--- config.mk ---
export PLATFORM = sky130hd
export DESIGN_NAME = bitreg_scan_display
export DESIGN_NICKNAME = d
export VERILOG_FILES = /design/src/rtl/bitreg_scan_display.sv
export SDC_FILE = /design/constraint.sdc
export NUM_CORES = 1
export LEC_CHECK = 0
export ABC_AREA = 1
export BUFFER_PORTS_ARGS = -buffer_cell sky130_fd_sc_hd__buf_2
export CAP_MARGIN = 20
export CORE_MARGIN = 2
export CORE_UTILIZATION = 45
export CTS_CLUSTER_SIZE = 20
export DETAILED_ROUTE_END_ITERATION = 16
export HOLD_SLACK_MARGIN = 0.1
export PLACE_DENSITY = 0.71
export SYNTH_ARGS = -nofsm -noshare
export SYNTH_HDL_FRONTEND = slang
export SYNTH_SLANG_ARGS = --single-unit
--- constraint.sdc ---
create_clock -name clk -period 2.5 [get_ports clk]
set_input_delay 0.625 -clock clk [delete_from_list [all_inputs] [get_ports clk]]
set_output_delay 0.625 -clock clk [all_outputs]
set_load 0.05 [all_outputs]
--- src/rtl/bitreg_scan_display.sv ---
// bitreg_scan_display
//   Bit-addressable register with single-bit write/toggle commands and a
//   multiplexed, active-low seven-segment hex display of its contents.
//
//   Optional feature: define BITREG_LZ_BLANK_EN to blank leading-zero
//   digits (digit 0 is always shown).
//
// Parameters
//   WIDTH        register width, multiple of 4 in 8..32
//   NDIG         number of display digits (WIDTH/4, do not override)
//   REFRESH_DIV  clk cycles per digit scan slot (>= 2)
//
// Ports
//   clk        clock, rising edge
//   reset      asynchronous active-low reset
//   bit_index  target bit position
//   bit_value  value written when write=1
//   valid_in   command strobe, accepted on its rising edge only
//   write      1: write bit_value, 0: toggle target bit
//   q          register contents
//   upd        one-cycle pulse while q shows a newly changed value
//   segment    digit enables, active-low one-hot
//   led        segment cathodes a..g (MSB..LSB), active-low

module bitreg_scan_display #(
    parameter int unsigned WIDTH       = 16,
    parameter int unsigned NDIG        = WIDTH / 4,
    parameter int unsigned REFRESH_DIV = 125000
) (
    input  logic                     clk,
    input  logic                     reset,
    input  logic [$clog2(WIDTH)-1:0] bit_index,
    input  logic                     bit_value,
    input  logic                     valid_in,
    input  logic                     write,
    output logic [WIDTH-1:0]         q,
    output logic                     upd,
    output logic [NDIG-1:0]          segment,
    output logic [6:0]               led
);

    localparam int unsigned CntW = $clog2(REFRESH_DIV);
    localparam int unsigned DigW = $clog2(NDIG);

    logic [WIDTH-1:0] q_q, q_d;
    logic             upd_q;
    logic             valid_q;
    // Cleared by reset; set once valid_in has been seen low, so a strobe
    // already held high across reset release is never taken as a new edge.
    logic             armed_q;
    logic             accept;

    logic [CntW-1:0]  cnt_q, cnt_d;
    logic             cnt_wrap;
    logic [DigW-1:0]  dig_q, dig_d;
    logic [NDIG-1:0]  seg_q, seg_d;
    logic [6:0]       led_q, led_d;
    logic [3:0]       nibble;

    function automatic logic [6:0] hex_glyph(input logic [3:0] n);
        logic [6:0] g;
        g = 7'b1111111;
        case (n)
            4'h0: g = 7'b0000001;
            4'h1: g = 7'b1001111;
            4'h2: g = 7'b0010010;
            4'h3: g = 7'b0000110;
            4'h4: g = 7'b1001100;
            4'h5: g = 7'b0100100;
            4'h6: g = 7'b0100000;
            4'h7: g = 7'b0001111;
            4'h8: g = 7'b0000000;
            4'h9: g = 7'b0000100;
            4'hA: g = 7'b0001000;
            4'hB: g = 7'b1100000;
            4'hC: g = 7'b0110001;
            4'hD: g = 7'b1000010;
            4'hE: g = 7'b0110000;
            4'hF: g = 7'b0111000;
            default: g = 7'b1111111;
        endcase
        return g;
    endfunction

    // Command path
    always_comb begin
        accept = valid_in & ~valid_q & armed_q;
        q_d    = q_q;
        // Out-of-range indices (non-power-of-2 WIDTH) are accepted but ignored.
        if (accept && (32'(bit_index) < WIDTH)) begin
            q_d[bit_index] = write ? bit_value : ~q_q[bit_index];
        end
    end

    // Scan path. Display registers are loaded from next-state values so
    // segment/led always match the current digit pointer and q together.
    always_comb begin
        cnt_wrap = (cnt_q == CntW'(REFRESH_DIV - 1));
        cnt_d    = cnt_wrap ? '0 : cnt_q + CntW'(1);
        dig_d    = dig_q;
        if (cnt_wrap) begin
            dig_d = (dig_q == DigW'(NDIG - 1)) ? '0 : dig_q + DigW'(1);
        end
        nibble = q_d[4*int'(dig_d) +: 4];
        seg_d  = ~(NDIG'(1) << dig_d);
        led_d  = hex_glyph(nibble);
`ifdef BITREG_LZ_BLANK_EN
        if ((dig_d != '0) && ((q_d >> (4 * int'(dig_d))) == '0)) begin
            led_d = 7'b1111111;
        end
`endif
    end

    always_ff @(posedge clk or negedge reset) begin
        if (!reset) begin
            q_q     <= '0;
            upd_q   <= 1'b0;
            valid_q <= 1'b0;
            armed_q <= 1'b0;
            cnt_q   <= '0;
            dig_q   <= '0;
            seg_q   <= ~NDIG'(1);
            led_q   <= 7'b0000001;
        end else begin
            q_q     <= q_d;
            upd_q   <= (q_d != q_q);
            valid_q <= valid_in;
            armed_q <= armed_q | ~valid_in;
            cnt_q   <= cnt_d;
            dig_q   <= dig_d;
            seg_q   <= seg_d;
            led_q   <= led_d;
        end
    end

    assign q       = q_q;
    assign upd     = upd_q;
    assign segment = seg_q;
    assign led     = led_q;

endmodule

==> metrics.cfg <==
[yosys]
ys_seq_elements = 49
netlist_area_sq_um = 3170
synth_ff_type = dfrtp_1
syn_nets = 471
ys_async_sr_fraction_pct = 100
yosys_warnings = 0
synth_edf_count = 0
synth_cells = 453
synth_cell_types = 28
ys_seq_area_share_pct = 38.8
syn_area_per_cell_sq_um = 7.00

[worst_setup_path]
criticalPathCategory = flop to flop
cp.arrival_ns = 2.60
worstSetupStartpointType = flop
cpMaxStageDelayCell = dfrtp_1
crit_path_frequent_cell = nand2_1
r2r_start = cnt_q[0]$_DFF_PN0_
crit_chain = ha_2 -> nand2_2 -> clkinv_2 -> nand3_2 -> nor2_4 -> nand2_4 -> o21ai_4 -> inv_2 -> nor2_4 -> o211ai_1 -> nand2_1 -> nor2_4 -> buf_6 -> ha_2 -> nand2_2 -> nand2_1 -> nand2_1 -> nand2_1
cp-end-kind = flop
cp_max_fo = 5
startpoint = cnt_q[0]$_DFF_PN0_
crit_required_ns = 2.70
cpPeakStageDelay_ns = 0.37

[timing]
fin_crit_sh_pct = 95.9
final_hold_viol_count = 0
slew_viol_final = 0
post-route-min-period_ns = 2.40
setup_tns_ns = 0
fin_ws_ns = 0.102
worstMarginPinSlew_ns = 0.530
rsz0062_at_grt = yes
maxSlewHeadroom_pct = 64.7
worst_hold_slack_ns = 0.285
finalSetupViolations = 0
clock_skew_ns = 0.0148
max_freq_mhz = 417

[clock_network]
ctsHoldBuffers = 0
clk_pin_slew_worst_paths_ns = 0.10
clkSinkCount = 49
clkLatencyLatePin_ns = 0.31
numCtsBuffers = 5
cts-root-buf = clkbuf_8
cts_tree = done
htreeDepth = 2
clockBufferDepth = 2

[placed_design]
gp_congestion = 0.983
port_buffers = 36
hpwl_um = 6730
place_ws_ns = -0.155

[global_route]
antenna_found_initial = 0
grt_max_degree = 30
grt-ovfl-total = 0
grt.total_usage_pct = 23.6
grt_pass1_vias = 2976
grt_pass1_wl_um = 14100

[pwr]
max-vdd-ir-drop_mv = 0.405
total_power_mw = 2.56
powerDensity_nw_per_um2 = 632
p_leak_nw = 2.20

[status]
status = completed

[cells_and_area]
antenna_cells = 0
final_nets = 568
area_delta_synth_final_pct = 27.9
final_core_util_pct = 59.7
drive_above_1_share_pct = 30.1

[drt]
wl_um = 8740
drtAntennaViolNets = 0
drc = 0
detail_route.wl_per_cell_um = 13.5
firstDrtPassIters = 5
via_count = 3210
vias_per_cell = 4.96
drt_iter0_markers = 302

[floorplan]
ios = 37
die_height_um = 88.0
core_area_sq_um = 6790
die_x_um = 88.0
rows = 30
die_area_sq_um = 7740
initial_core_util_pct = 46.7

[flow_run]
maxCapViolCount = 0

[hold_path]
hold_path.class = input pin to async pin

==> metal layers <==
layer	global-route usage [%]	part of all wire, %	up-vias	wire length, um
li1	-	-	1605	-
met2	38.2	47	97	4120
met5	0	0	-	0
met4	6.99	1.8	0	154
met1	32.5	46	1495	4040
met3	4.15	4.7	13	413
==> area by class of cell <==
| class | count | area (sq um) |
|---|---|---|
| fillers | 627 | 2740 |
| multi-input cells | 312 | 1650 |
| inverters | 87 | 330 |
| clock buffers | 5 | 68.8 |
| well taps | 96 | 120 |
| flip-flops and latches | 49 | 1230 |
| repair buffers | 95 | 639 |
| clock inverters | 3 | 21.3 |
==> cells by family (layout without fill, tap and decap cells) <==
| logic type | count (synthesis) | after routing | share of synthesized area, % |
|---|---|---|---|
| and+or+nand+nor | 256 | 256 | 37.0 |
| DFF | 49 | 49 | 38.8 |
| buffers and inverters | 92 | 190 | 11.5 |
| AOI/OAI and AO/OA | 45 | 45 | 8.56 |
| xor gates and xnor gates | 2 | 2 | 0.552 |
| adders and majority gates | 9 | 9 | 3.55 |
==> state kept, by name, indices dropped and copies added, names as in the netlist <==
signal	count
cnt_q	17
q	16
led	7
segment	4
dig_q	2
armed_q	1
upd	1
valid_q	1
==> worst max-delay path, delay by kind of cell, from the launching register on <==
| family | cells | cell delay [ns] |
|---|---|---|
| simple gates | 11 | 0.92 |
| compound gates | 2 | 0.34 |
| flops | 1 | 0.37 |
| buf+inv | 3 | 0.27 |
| fa+ha+maj | 2 | 0.38 |
==> power breakdown <==
part           switching [mW]  leakage, nW  total (mW)  internal [mW]
clock                   0.290       0.0445       0.490          0.199
sequential             0.0677        0.584       0.965          0.897
combinational           0.802         1.57        1.11          0.309
==> cell usage after synthesis, types with 4 or more instances <==
library cell / count / area [sq um]
nor2_4: 6 / 67.6
o21ai_1: 5 / 25.0
a21oi_1: 6 / 30.0
nand4_1: 9 / 56.3
inv_2: 14 / 52.6
dfstp_2: 4 / 105
o21ai_0: 20 / 100
inv_1: 72 / 270
nand2_2: 5 / 31.3
o22ai_1: 8 / 50.1
nand2_1: 129 / 484
nand3_1: 40 / 200
nand3_2: 8 / 80.1
dfrtp_1: 45 / 1130
ha_1: 9 / 113
nor2_1: 51 / 191
==> cell usage in the layout (no fill, tap or decap), types with 4 or more instances in the layout <==
cell,instances
nand4_1,9
inv_1,70
nand2_1,124
inv_2,15
buf_4,57
nand3_2,8
nor2_4,9
dfrtp_1,45
a21oi_1,5
nor2_1,48
dfstp_2,4
o21ai_1,6
buf_2,36
nand2_2,10
nand3_1,40
ha_1,4
o21ai_0,19
o22ai_1,8
clkbuf_8,5
==> per-stage QoR <==
| step | cell area (sq um) | cells |
|---|---|---|
| 3_5_place_dp | 3830 | 629 |
| 3_3_place_gp | 3830 | 629 |
| 4_1_cts | 3930 | 638 |
| 2_1_floorplan | 3190 | 453 |
| 6_report | 4060 | 647 |
| 5_1_grt | 4060 | 647 |
==> worst paths after layout <==
path	to	slack, ns	cells after the start
max	led[3]$_DFF_PN0_	0.10	18
min	armed_q$_DFF_PN0_	0.29	1
max reg2reg	led[3]$_DFF_PN0_	0.10	18
min reg2reg	armed_q$_DFF_PN0_	0.47	2
min in group clk	armed_q$_DFF_PN0_	0.47	2
max in group asynchronous	segment[1]$_DFF_PN1_	1.60	2
==> timing repair <==
item                                    4_1_cts  5_1_grt
pin swaps                                     0       14
resized for setup                             1       18
endpoints found under the setup margin        4        7
setup buffers                                 1        9
Note: power is estimated with default switching activity, not from simulation.
